===== src/rtl/sw_ctrl_pkg.sv =====
// Shared types and constants for the stopwatch run controller.
// Optional lap-hold feature is selected in the top level by STOPWATCH_LAP_EN.
package sw_ctrl_pkg;

    typedef enum logic [2:0] {
        IDLE  = 3'd0,
        LOAD  = 3'd1,
        RUN   = 3'd2,
        PAUSE = 3'd3,
        ERROR = 3'd4,
        SAVER = 3'd5
    } sw_state_t;

    localparam logic [1:0] ERR_NONE = 2'b00;
    localparam logic [1:0] ERR_ILL  = 2'b01;
    localparam logic [1:0] ERR_OVF  = 2'b10;
    localparam logic [1:0] ERR_UNF  = 2'b11;

    // States in which the user is considered inactive and the saver timer runs.
    function automatic logic is_quiet(input sw_state_t s);
        return (s == IDLE) || (s == PAUSE);
    endfunction

endpackage


===== src/rtl/sw_idle_timer.sv =====
// Counts 1 Hz ticks of user inactivity; flags the tick that reaches IDLE_SECS.
module sw_idle_timer #(
    parameter int IDLE_SECS = 30,
    parameter int IDLE_W    = 5
) (
    input  logic clk,
    input  logic reset,
    input  logic tick,
    input  logic clr,
    input  logic cnt_en_i,
    output logic expired
);

    logic [IDLE_W-1:0] idle_cnt_r;
    logic              last_s;

    assign last_s  = (idle_cnt_r == IDLE_W'(IDLE_SECS - 1));
    assign expired = cnt_en_i & tick & ~clr & last_s;

    // Inactivity counter; wraps to zero on expiry so SAVER entry leaves it clean.
    always_ff @(posedge clk or posedge reset) begin
        if (reset) begin
            idle_cnt_r <= '0;
        end else if (clr || !cnt_en_i) begin
            idle_cnt_r <= '0;
        end else if (tick) begin
            if (last_s) begin
                idle_cnt_r <= '0;
            end else begin
                idle_cnt_r <= idle_cnt_r + IDLE_W'(1);
            end
        end
    end

endmodule


===== src/rtl/stopwatch_run_ctrl.sv =====
// Stopwatch sequencer: edge-detects switches, runs the mode FSM, drives counter and display selects.
// Define STOPWATCH_LAP_EN to enable the lap-hold toggle while running.
module stopwatch_run_ctrl
    import sw_ctrl_pkg::*;
#(
    parameter int IDLE_SECS = 30,
    parameter int IDLE_W    = 5
) (
    input  logic       clk,
    input  logic       reset,
    input  logic       tick_1s,
    input  logic       start,
    input  logic       set,
    input  logic       mode,
    input  logic       illegal,
    input  logic       at_max,
    input  logic       at_zero,
    input  logic       lap,
    output logic       cnt_en,
    output logic       cnt_load,
    output logic       cnt_dir,
    output logic [1:0] err_code,
    output logic       disp_err,
    output logic       saver_on,
    output logic       lap_hold,
    output logic [2:0] state_o
);

    sw_state_t  state_r, state_s;
    logic [1:0] err_code_r, err_s;
    logic       cnt_dir_r, disp_err_r, saver_on_r;
    logic       start_q_r, set_q_r, mode_q_r;
    logic       start_rise_s, set_rise_s, mode_chg_s;
    logic       in_run_s, ovf_s, unf_s, quiet_s, idle_clr_s, expired_s;

    assign start_rise_s = start & ~start_q_r;
    assign set_rise_s   = set & ~set_q_r;
    assign mode_chg_s   = mode ^ mode_q_r;
    assign in_run_s     = (state_r == RUN);
    assign quiet_s      = is_quiet(state_r);
    assign idle_clr_s   = start_rise_s | set_rise_s | mode_chg_s;

    // Terminal-count checks use the direction latched on entry to RUN.
    assign ovf_s = in_run_s & tick_1s & cnt_dir_r & at_max;
    assign unf_s = in_run_s & tick_1s & ~cnt_dir_r & at_zero;

    sw_idle_timer #(
        .IDLE_SECS (IDLE_SECS),
        .IDLE_W    (IDLE_W)
    ) u_idle_timer (
        .clk      (clk),
        .reset    (reset),
        .tick     (tick_1s),
        .clr      (idle_clr_s),
        .cnt_en_i (quiet_s),
        .expired  (expired_s)
    );

    // Next-state and error-code decode.
    always_comb begin
        state_s = state_r;
        err_s   = err_code_r;
        case (state_r)
            IDLE, PAUSE: begin
                if (set_rise_s) begin
                    if (illegal) begin
                        state_s = ERROR;
                        err_s   = ERR_ILL;
                    end else begin
                        state_s = LOAD;
                    end
                end else if (start_rise_s) begin
                    state_s = RUN;
                end else if (expired_s) begin
                    state_s = SAVER;
                end else begin
                    state_s = state_r;
                end
            end
            LOAD: begin
                state_s = PAUSE;
            end
            RUN: begin
                if (ovf_s) begin
                    state_s = ERROR;
                    err_s   = ERR_OVF;
                end else if (unf_s) begin
                    state_s = ERROR;
                    err_s   = ERR_UNF;
                end else if (start_rise_s) begin
                    state_s = PAUSE;
                end else begin
                    state_s = state_r;
                end
            end
            ERROR: begin
                if (set_rise_s) begin
                    state_s = IDLE;
                    err_s   = ERR_NONE;
                end else begin
                    state_s = state_r;
                end
            end
            SAVER: begin
                if (start_rise_s || set_rise_s) begin
                    state_s = IDLE;
                end else begin
                    state_s = state_r;
                end
            end
            default: begin
                state_s = IDLE;
                err_s   = ERR_NONE;
            end
        endcase
    end

    // State, latched direction and registered display selects.
    always_ff @(posedge clk or posedge reset) begin
        if (reset) begin
            state_r    <= IDLE;
            err_code_r <= ERR_NONE;
            cnt_dir_r  <= 1'b1;
            disp_err_r <= 1'b0;
            saver_on_r <= 1'b0;
        end else begin
            state_r    <= state_s;
            err_code_r <= err_s;
            disp_err_r <= (state_s == ERROR);
            saver_on_r <= (state_s == SAVER);
            if (!in_run_s) begin
                cnt_dir_r <= mode;
            end
        end
    end

    // Previous switch levels for rise / change detection.
    always_ff @(posedge clk or posedge reset) begin
        if (reset) begin
            start_q_r <= 1'b0;
            set_q_r   <= 1'b0;
            mode_q_r  <= 1'b0;
        end else begin
            start_q_r <= start;
            set_q_r   <= set;
            mode_q_r  <= mode;
        end
    end

`ifdef STOPWATCH_LAP_EN
    logic lap_q_r, lap_hold_r, lap_rise_s;

    assign lap_rise_s = lap & ~lap_q_r;

    // Lap hold toggles only while staying in RUN; any exit clears it.
    always_ff @(posedge clk or posedge reset) begin
        if (reset) begin
            lap_q_r    <= 1'b0;
            lap_hold_r <= 1'b0;
        end else begin
            lap_q_r <= lap;
            if (in_run_s && (state_s == RUN)) begin
                lap_hold_r <= lap_hold_r ^ lap_rise_s;
            end else begin
                lap_hold_r <= 1'b0;
            end
        end
    end

    assign lap_hold = lap_hold_r;
`else
    logic lap_unused_s;

    assign lap_unused_s = lap;
    assign lap_hold     = 1'b0;
`endif

    assign cnt_en   = in_run_s & tick_1s & ~ovf_s & ~unf_s;
    assign cnt_load = (state_r == LOAD);
    assign cnt_dir  = cnt_dir_r;
    assign err_code = err_code_r;
    assign disp_err = disp_err_r;
    assign saver_on = saver_on_r;
    assign state_o  = state_r;

endmodule


===== config.mk =====
export PLATFORM = sky130hd
export DESIGN_NAME = stopwatch_run_ctrl
export DESIGN_NICKNAME = d
export VERILOG_FILES = /design/src/rtl/sw_ctrl_pkg.sv /design/src/rtl/sw_idle_timer.sv /design/src/rtl/stopwatch_run_ctrl.sv
export SDC_FILE = /design/constraint.sdc
export NUM_CORES = 1
export LEC_CHECK = 0
export ABC_AREA = 1
export ABC_CLOCK_PERIOD_IN_PS = 2100
export CAP_MARGIN = 15
export CELL_PAD_IN_SITES_DETAIL_PLACEMENT = 2
export CELL_PAD_IN_SITES_GLOBAL_PLACEMENT = 2
export CORE_MARGIN = 2
export CORE_UTILIZATION = 30
export DETAILED_ROUTE_END_ITERATION = 10
export PLACE_DENSITY = 0.86
export SYNTH_ARGS = -nofsm -noshare
export SYNTH_HDL_FRONTEND = slang
export SYNTH_SLANG_ARGS = --single-unit

===== constraint.sdc =====
create_clock -name clk -period 2.1 [get_ports clk]
set_input_delay 0.315 -clock clk [delete_from_list [all_inputs] [get_ports clk]]
set_output_delay 0.315 -clock clk [all_outputs]
set_load 0.01 [all_outputs]

==> results.md <==
Global route:
- After global routing the overflow that remains totals 0.
- The overall track demand over capacity in global routing is 17.58%.
- The maximum number of pins on one net before global-route repair is 17.
- The number of antenna violations at the first check in global routing came to 0.
- The first global-routing pass estimated 4643 um of wire.
- The number of global-route vias before repair is slightly below 1k.

STA:
- Headroom to the max-slew limit came out at 56.77%.
- Setup violations remaining at the end of the flow were counted as 0.
- The final critical path takes up between 90% and 100% of the cycle.
- The max-slew violation total from the final report is 0.
- On the final layout, the worst hold slack is 0.4046 ns.
- The clock arrives with 0.0009912 ns of skew.
- The minimum clock period is 1.976 ns.
- The count of endpoints failing hold in the final timing report is 0.
- In the final timing run, aggregate negative setup slack is 0 ns.
- Setup repair after global routing left no endpoint under its margin.
- The actual slew at the worst max-slew pin is ~0.65 ns.
- The upper clock frequency limit is 506.1 MHz.

Die:
- The die extent in x is 59.97 um.
- The starting density of the core is 31.03%.
- Row generation in the floorplan step produced 20 rows.
- The number of top-level design ports is 21.
- From bottom edge to top edge, the die measures 59.97 um.
- The die outline area is between 0.003 and 0.004 mm^2.
- The core box area is 0.003028 mm^2.

Route:
- The number of vias per cell is approximately 4.6.
- After detailed routing, the average wire length per cell comes to 14.54 um.
- In this run the remaining antenna-violating nets after routing total 0.
- Before antenna repair, the detailed router went through 2 iterations.
- The detailed-route DRC error count is 0.
- The number of design-rule violations left by the first detailed-router iteration is 5.
- The wire length after detailed routing is 2704 um.
- The routed layout has roughly 860 vias.

Setup path:
- The endpoint kind of the worst setup timing path is an output pin.
- The worst setup path is launched from a flip-flop.
- The worst setup path is of the reg -> out kind.
- The arrival time of the worst setup path is 1.66 ns.
- Data on the critical path is required at its endpoint by 1.78 ns.
- Traced cell by cell, the critical path runs through inv_2 -> nand2_2 -> nor2_2 -> clkdlybuf4s50_1.
- The maximum fanout along the worst path is 4.
- The sum of buffers and inverters on the critical path is 2.
- Among all stages on the critical path, the largest delay is contributed by sky130_fd_sc_hd__clkdlybuf4s50_1.
- On the critical path the largest part of the delay comes from buffers and inverters.
- For this run, the slowest stage of the critical path takes 0.57 ns.

Synth:
- The post-synthesis cell area is 939.7 um^2.
- The Yosys warning count is 0.
- Synthesis inferred 16 register bits.
- For this run, the register share of the synthesized area comes to 42.74%.
- The count of mapped cells out of synthesis is ~120.
- The number of nets in the synthesized netlist is approximately 130.
- The netlist uses 29 different library cells.
- The mean post-synth cell area is around 8 um^2.

Clock network:
- The count of hold buffers inserted by post-cts repair is 0.
- The tree is rooted in a sky130_fd_sc_hd__clkbuf_4.
- The H-tree depth is 1.
- The TritonCTS sink count is 16.
- The CTS buffer count is 3.
- The CTS tree is yes.
- At the later pin of the worst-skew pair, clock insertion delay measures between 0.2 and 0.3 ns.
- No sink is reached through more buffers than the 2 on the longest clock path.
- Clock-pin slew was measured on the worst setup and hold paths at 0.10 ns.

Power:
- The total power divided by cell area is around 1200 mW/mm^2.
- The standby leakage power is 0.6017 nW.
- The peak ir drop on the vdd network is 518.1 uV.

Cells and area:
- The net total in the final layout is 155.
- The area overhead of the layout relative to synthesis is 32.22%.
- The most common cell after layout, fill and taps aside is sky130_fd_sc_hd__nand2_1.
- The antenna cell count is 0.
- The top cell types in the final layout, fill and taps aside, are sky130_fd_sc_hd__nand2_1, sky130_fd_sc_hd__clkdlybuf4s50_1, sky130_fd_sc_hd__dfrtp_1, sky130_fd_sc_hd__nand3_1, sky130_fd_sc_hd__nor2_1.
- The post-route netlist has 24.65% of its cells at a drive strength greater than 1.
- The count of fill cells added during filler insertion is 361.

Min path:
- The worst hold-check path type is in -> async.

Outcome:
- The flow ran to the end, and the final reports show no timing, DRC or antenna violations.

Placed design:
- The placed wire-length estimate after detailed placement is 2226 um.
- The number of I/O port buffers is 18.
- The final weighted congestion in routability-driven placement is 0.7264.

Flow run:
- Across the run, the number of max-cap violations was 0.
==> Yosys cell counts <==
| cell type | instances | area [um^2] |
|---|---|---|
| sky130_fd_sc_hd__nand2_1 | 23 | 86.33 |
| sky130_fd_sc_hd__dfrtp_1 | 15 | 375.4 |
| sky130_fd_sc_hd__nand3_1 | 14 | 70.07 |
| sky130_fd_sc_hd__nor2_1 | 11 | 41.29 |
| sky130_fd_sc_hd__inv_1 | 9 | 33.78 |
| sky130_fd_sc_hd__inv_2 | 9 | 33.78 |
| sky130_fd_sc_hd__o21ai_2 | 4 | 35.03 |
| sky130_fd_sc_hd__nand2_2 | 3 | 18.77 |
| sky130_fd_sc_hd__xor2_1 | 3 | 26.28 |
| sky130_fd_sc_hd__a21oi_1 | 2 | 10.01 |
| sky130_fd_sc_hd__ha_1 | 2 | 25.02 |
| sky130_fd_sc_hd__nand3_2 | 2 | 20.02 |
| sky130_fd_sc_hd__o21ai_0 | 2 | 10.01 |
| sky130_fd_sc_hd__o21ai_1 | 2 | 10.01 |
| sky130_fd_sc_hd__a21boi_1 | 1 | 7.510 |
| sky130_fd_sc_hd__a21oi_2 | 1 | 8.760 |
| sky130_fd_sc_hd__buf_4 | 1 | 7.510 |
| sky130_fd_sc_hd__conb_1 | 1 | 3.750 |
| sky130_fd_sc_hd__dfstp_2 | 1 | 26.28 |
| sky130_fd_sc_hd__nand3_4 | 1 | 17.52 |
| sky130_fd_sc_hd__nand3b_1 | 1 | 7.510 |
| sky130_fd_sc_hd__nand4_1 | 1 | 6.260 |
| sky130_fd_sc_hd__nor2_2 | 1 | 6.260 |
| sky130_fd_sc_hd__nor2_4 | 1 | 11.26 |
| sky130_fd_sc_hd__nor3_2 | 1 | 10.01 |
| sky130_fd_sc_hd__o22ai_1 | 1 | 6.260 |
| sky130_fd_sc_hd__o31ai_1 | 1 | 7.510 |
| sky130_fd_sc_hd__or2_4 | 1 | 8.760 |
| sky130_fd_sc_hd__xnor2_1 | 1 | 8.760 |
==> layout make-up <==
cell class,count,area (um^2),area share (%)
multi-input cells,81,465.4,37.46
flip-flops and latches,16,401.6,32.33
clock buffers,4,36.28,2.920
repair buffers,23,216.5,17.42
inverters,18,67.56,5.438
well taps,44,55.05,4.431
==> worst reg2reg max path, delay by kind of cell, from the launching register on <==
family	cells	cell delay, ns
DFF	1	0.58
buffers and inverters	2	0.10
and+or+nand+nor	6	0.55
AOI/OAI and AO/OA	1	0.17
==> what timing repair did <==
action / in CTS / in global routing
setup endpoints to repair: 1 / 1
gates resized for setup: 1 / 1
setup buffers: 2 / 0
==> per-layer routing <==
metal | wire length [um] | GRT usage (%)
met4 | 31 | 5.714
met5 | 0 | 0
met3 | 64 | 2.814
met1 | 1058 | 18.38
met2 | 1549 | 34.78
==> report_power, final <==
part / switching (mW) / internal [mW]
registers: 0.0631 / 0.390
logic: 0.452 / 0.338
clock network: 0.104 / 0.106
total: 0.620 / 0.834
==> final timing paths <==
kind,start,to,slack (ns),cells after the start
worst max-delay path,state_o[1]$_DFF_PP0_,cnt_load,0.12,4
worst min-delay path,reset,state_o[0]$_DFF_PP0_,0.40,2
worst max register to register,cnt_dir$_DFFE_PP1N_,saver_on$_DFF_PP0_,0.60,9
worst min register to register,err_code[1]$_DFFE_PP0P_,err_code[1]$_DFFE_PP0P_,0.52,2
max in group asynchronous,reset,start_q_r$_DFF_PP0_,1.28,2
min in group clk,set,set_q_r$_DFF_PP0_,0.51,1
==> cell families after synthesis <==
| logic type | after synthesis | synth area share [%] |
|---|---|---|
| compound gates | 14 | 10.12 |
| xor+xnor | 4 | 3.729 |
| fa+ha+maj | 2 | 2.663 |
| buf+inv | 19 | 7.989 |
| flops | 16 | 42.74 |
| other cells | 1 | 0.3991 |
| simple gates | 60 | 32.36 |
==> through the flow <==
| step | utilization, % | cell area, um^2 | power [mW] | setup slack [ns] | cells |
|---|---|---|---|---|---|
| 4_1_cts | 40.95 | 1240 | 1.480 | 0.02448 | 186 |
| 3_3_place_gp | 39.30 | 1190 | 1.190 | 0.06851 | 180 |
| 3_5_place_dp | 39.30 | 1190 | 1.240 | 0.04175 | 180 |
| 2_1_floorplan | - | 939.7 | 0.8977 | 0.6982 | 116 |
| 6_report | 41.03 | 1242 | 1.453 | 0.1241 | 186 |
| 5_1_grt | 41.03 | 1242 | 1.582 | 0.03689 | 186 |
==> flip-flops by register name, summed over array words and instances (netlist names) <==
signal and cells:
cnt_dir 1, set_q_r 1, saver_on 1, disp_err 1, mode_q_r 1, err_code 2, u_idle_timer.idle_cnt_r 5, start_q_r 1
state_o 3
(Power assumes the default switching activity.)
